File: config.mk
export PLATFORM = sky130hd
export DESIGN_NAME = rr_mux_collector
export DESIGN_NICKNAME = d
export VERILOG_FILES = /design/src/rtl/rr_mux_collector_pkg.sv /design/src/rtl/rr_mux_collector_pick4.sv /design/src/rtl/rr_mux_collector.sv
export SDC_FILE = /design/constraint.sdc
export NUM_CORES = 1
export LEC_CHECK = 0
export ABC_CLOCK_PERIOD_IN_PS = 2800
export CORE_MARGIN = 3
export CORE_UTILIZATION = 35
export CTS_BUF_LIST = sky130_fd_sc_hd__clkbuf_16
export CTS_CLUSTER_DIAMETER = 100
export DETAILED_ROUTE_END_ITERATION = 6
export MAX_ROUTING_LAYER = met4
export PLACE_DENSITY = 0.75
export SYNTH_ARGS = -nofsm -noshare
export SYNTH_HDL_FRONTEND = slang
export SYNTH_SLANG_ARGS = --single-unit
File: constraint.sdc
create_clock -name clk -period 2.8 [get_ports clk]
set_input_delay 0.84 -clock clk [delete_from_list [all_inputs] [get_ports clk]]
set_output_delay 0.84 -clock clk [all_outputs]
set_load 0.05 [all_outputs]
File: src/rtl/rr_mux_collector_pkg.sv
// Shared channel indices and FSM encoding for the four-channel round-robin collector.
package rr_mux_collector_pkg;
   localparam int         NUM_CH = 4;
   localparam logic [1:0] CH_A   = 2'd0;
   localparam logic [1:0] CH_B   = 2'd1;
   localparam logic [1:0] CH_C   = 2'd2;
   localparam logic [1:0] CH_D   = 2'd3;

   typedef enum logic {
      IDLE = 1'b0,
      FULL = 1'b1
   } state_t;
endpackage

File: src/rtl/rr_mux_collector_pick4.sv
// Combinational round-robin picker: first eligible channel scanning from ptr upward, wrapping 3->0.
module rr_pick4
   import rr_mux_collector_pkg::*;
(
   input  logic [3:0] eligible,
   input  logic [1:0] ptr,
   output logic       any,
   output logic [1:0] winner
);

   always_comb begin
      logic       found;
      logic [1:0] idx;
      any    = |eligible;
      winner = ptr;
      found  = 1'b0;
      idx    = ptr;
      for (int i = 0; i < NUM_CH; i++) begin
         idx = ptr + 2'(i);
         if (!found && eligible[idx]) begin
            winner = idx;
            found  = 1'b1;
         end
      end
   end

endmodule

File: src/rtl/rr_mux_collector.sv
// Four-channel round-robin collector: captures one word from the winning requester into a
// registered valid/ready output stage and pulses a one-hot ack to that requester.
module rr_mux_collector
   import rr_mux_collector_pkg::*;
#(
   parameter int DATA_W = 8
) (
   input  logic              clk,
   input  logic              reset,
   input  logic [3:0]        req,
   input  logic [DATA_W-1:0] data_a,
   input  logic [DATA_W-1:0] data_b,
   input  logic [DATA_W-1:0] data_c,
   input  logic [DATA_W-1:0] data_d,
   output logic [3:0]        ack,
   output logic              out_valid,
   input  logic              out_ready,
   output logic [DATA_W-1:0] out_data,
   output logic [1:0]        out_sel
);

   state_t            state, state_nxt;
   logic [1:0]        rr_ptr;
   logic [3:0]        eligible;
   logic              any;
   logic [1:0]        winner;
   logic              capture;
   logic [DATA_W-1:0] word_mux;

   // A channel acked this cycle still has its old word on the bus; mask it for one cycle.
   assign eligible = req & ~ack;

   rr_pick4 u_pick (
      .eligible (eligible),
      .ptr      (rr_ptr),
      .any      (any),
      .winner   (winner)
   );

   always_comb begin
      unique case (winner)
         CH_A:    word_mux = data_a;
         CH_B:    word_mux = data_b;
         CH_C:    word_mux = data_c;
         CH_D:    word_mux = data_d;
         default: word_mux = data_a;
      endcase
   end

   always_comb begin
      state_nxt = state;
      capture   = 1'b0;
      unique case (state)
         IDLE: begin
            if (any) begin
               capture   = 1'b1;
               state_nxt = FULL;
            end
         end
         FULL: begin
            if (out_ready) begin
               capture   = any;
               state_nxt = any ? FULL : IDLE;
            end
         end
         default: state_nxt = IDLE;
      endcase
   end

   always_ff @(posedge clk) begin
      if (reset) state <= IDLE;
      else       state <= state_nxt;
   end

   assign out_valid = (state == FULL);

   // Output stage: word, source and ack all launch on the capture edge.
   always_ff @(posedge clk) begin
      if (reset) begin
         rr_ptr   <= 2'd0;
         ack      <= 4'b0000;
         out_data <= '0;
         out_sel  <= CH_A;
      end else if (capture) begin
         rr_ptr   <= winner + 2'd1;
         ack      <= 4'b0001 << winner;
         out_data <= word_mux;
         out_sel  <= winner;
      end else begin
         ack      <= 4'b0000;
      end
   end

endmodule

==> results of run 1 <==
==> cells in the mapped netlist (all sizes together) <==
master	n
a211oi	1
o21a	2
nand4b	1
nand2	9
o211a	2
and2	1
buf	6
o21ai	11
ha	4
o31ai	1
nor4	2
nor3b	3
nor2	2
nand2b	5
o2bb2ai	1
a222oi	8
inv	2
a22o	11
a21oi	3
a311o	1
nor2b	4
clkbuf	2
o221a	1
dfxtp	17
nor3	1
a32o	1
==> power by group <==
group          switching [W]  internal (W)  total, W
registers          0.0000626      0.000310  0.000372
logic               0.000516      0.000427  0.000943
clock network      0.0000833      0.000189  0.000272
total               0.000662      0.000926   0.00159
==> sequential cells by signal (all words and copies together) (netlist names) <==
signal / count
ack: 4
out_data: 8
out_sel: 2
out_valid: 1
rr_ptr: 2
==> layer usage <==
layer | wire length (um) | part of all wire
met2 | 1400 | 0.48
met5 | 0 | 0
met4 | 46 | 0.016
met3 | 274 | 0.093
met1 | 1230 | 0.42
==> logic make-up after synthesis <==
kind of cell | Yosys count | synth area share
buffers and inverters | 10 | 0.0583
flip-flops | 17 | 0.330
adder cells (fa/ha/maj) | 4 | 0.0485
AO/OA/AOI/OAI | 43 | 0.358
AND/OR/NAND/NOR | 28 | 0.205
==> area by class of cell <==
cell class / count / area share
Sequential cell: 17 / 0.190
Clock buffer: 3 / 0.0418
Timing Repair Buffer: 67 / 0.354
Multi-Input combinational cell: 75 / 0.386
Clock inverter: 1 / 0.00209
Tap cell: 31 / 0.0216
Inverter: 2 / 0.00558
==> worst max-delay path: stages <==
cell and delay, ns:
clkdlybuf4s50_1 0.51, nand2b_4 0.10, o221a_2 0.28, o21a_4 0.23
ha_4 0.19, a222oi_1 0.35, o21ai_1 0.13, a22o_1 0.18
==> worst paths after layout <==
kind | end | slack (ns) | cells past startpoint
worst max-delay path | out_data[5]$_SDFFE_PP0P_ | 0.12 | 8
worst min register to register | out_data[5]$_SDFFE_PP0P_ | 0.48 | 1
worst max register to register | out_data[5]$_SDFFE_PP0P_ | 0.67 | 8
worst min-delay path | out_data[5]$_SDFFE_PP0P_ | 0.48 | 1
==> metrics by stage <==
| stage | utilization | cell area [sq um] | worst slack, ns | setup TNS [ns] |
|---|---|---|---|---|
| after floorplan | - | 1030 | 0.0972 | 0 |
| after global placement | 0.592 | 1650 | -0.385 | -2.69 |
| after detailed placement | 0.592 | 1650 | -0.522 | -3.64 |
| after CTS | 0.637 | 1770 | 0.00582 | 0 |
| after global routing | 0.645 | 1790 | -0.00258 | -0.00388 |
| final | 0.645 | 1790 | 0.119 | 0 |
==> timing repair <==
action	4_1_cts	5_1_grt
pin swaps	1	5
gates resized for setup	10	6
setup endpoints to repair	8	8
buffers inserted	0	1
==> results.md, run 1 <==
- Lkg Pwr: 0.721 nW
- Post-route ant nets: 0
- Clock H-tree levels: 1
- Global-route wire length before repair: 4920 um
- Die W: 60.3 um
- WP data required: 2.94 ns
- Via count: 1078
- Final weighted congestion in routability-driven placement: 0.865
- Status: finished clean
- TritonCTS clock tree: built
- First DRT Iteration DRCs: 39
- CP startpoint kind: input port
- Multi-input logic area: 692 sq um
- Worst-path maximum fanout: 8
- Drt pass-1 iters: 5
- Max Slew Vio Count: 0
- Syn Area/Cell: 10.1 sq um
- Ranking of synthesized cells by area: dfxtp_1, a22o_1, a222oi_1
- Sink Count: 17
- Routed vias/inst: 5.50
- # setup viols final: 0
- Max-cap violations: 0
- Layout Cells excl Fill: just under 200
- Most frequent cells in the layout: clkdlybuf4s50_1, dfxtp_1, buf_4
- Pwr Total: 0.00159 W
- Grt met1 use: 0.208
- Met2 usage: 0.316
- Die ar.: roughly 3600 sq um
- Initial antenna violation count: 0
- Share of cells above drive strength 1: 0.236
- Ports: between 50 and 60
- Reg2reg start: rr_ptr[1]$_SDFFE_PP0P_
- Final HPWL DP: roughly 2300 um
- PwrDens: between 800 and 900 nW/um^2
- Vias in the first global route: 1145
- Routed WL: 2950 um
- Antenna Cells: 0
- Busiest grt layer: met2
- Die Height: roughly 60 um
- Total Routing Usage GR: 0.182
- Overflow after GRT: 0
- CP Capture Type: flip-flop
- Hold-fix buffers, CTS: 0
- Post-synthesis cell area: 1030 sq um
- Worst Hold Class: flip-flop to flip-flop
- Clk slew on worst S/H paths: roughly 0.05 ns
- Layout area overhead: 74.0%
- Commonest non-fill, non-tap cell in the layout: clkdlybuf4s50_1
- Met3 capacity usage during global routing: 0.0410
- Worst Min Path Start: out_data[5]$_SDFFE_PP0P_
- Cells after synthesis: 102
- Yosys top cell area share: 0.330
- WL/cell: 15.1 um
- Initial cell density of the core: 0.371
- Area leader, netlist: dfxtp_1
- Crit share post-route: 0.958
- Rows: 19
- YS warnings: 0
- Clock period minus worst slack: 2.68 ns
- Syn_nets: 145
- # fillers: roughly 220
- Total placed cells including tap cells: 191
- Largest net degree at the start of global routing: 17
- Worst-Skew Late Latency: 0.24 ns
- Max Clk Rate: 0.373 GHz
- Crit. Startpoint: req[0]
- Drc violations: 0
- Clock buffer depth: 2
- Layout Skew: 0.00216 ns
- Total CTS buffers: 3
- Unique masters post-synth: 39
- PortBufs: 53
- Slew @ Worst Pin: around 0.53 ns
- VDD IR max: between 0.0005 and 0.0006 V
- Seq/Total Area, Yosys: 0.330
- Crit Path Category: input port to flip-flop
- Clock root buffer master: clkbuf_16
- Reg area: ~340 sq um
- Crit path arrival time: 2.82 ns
- Hold Fails Final Rpt: 0
- FF+latch count, synth: 17
- Slew margin rel.: 0.647
- Core Area: ~2800 sq um
- Nets: 209
- Min Hold Slack: approximately 0.48 ns
Note: power is estimated with default switching activity, not from simulation.
==> run 2, diff against run 1 <==
- ABC_CLOCK_PERIOD_IN_PS: 2800 -> unset
- TNS_END_PERCENT: unset -> 20
==> results of run 2 <==
Same layout as run 1: the final DEF is identical, and so are final timing and power.
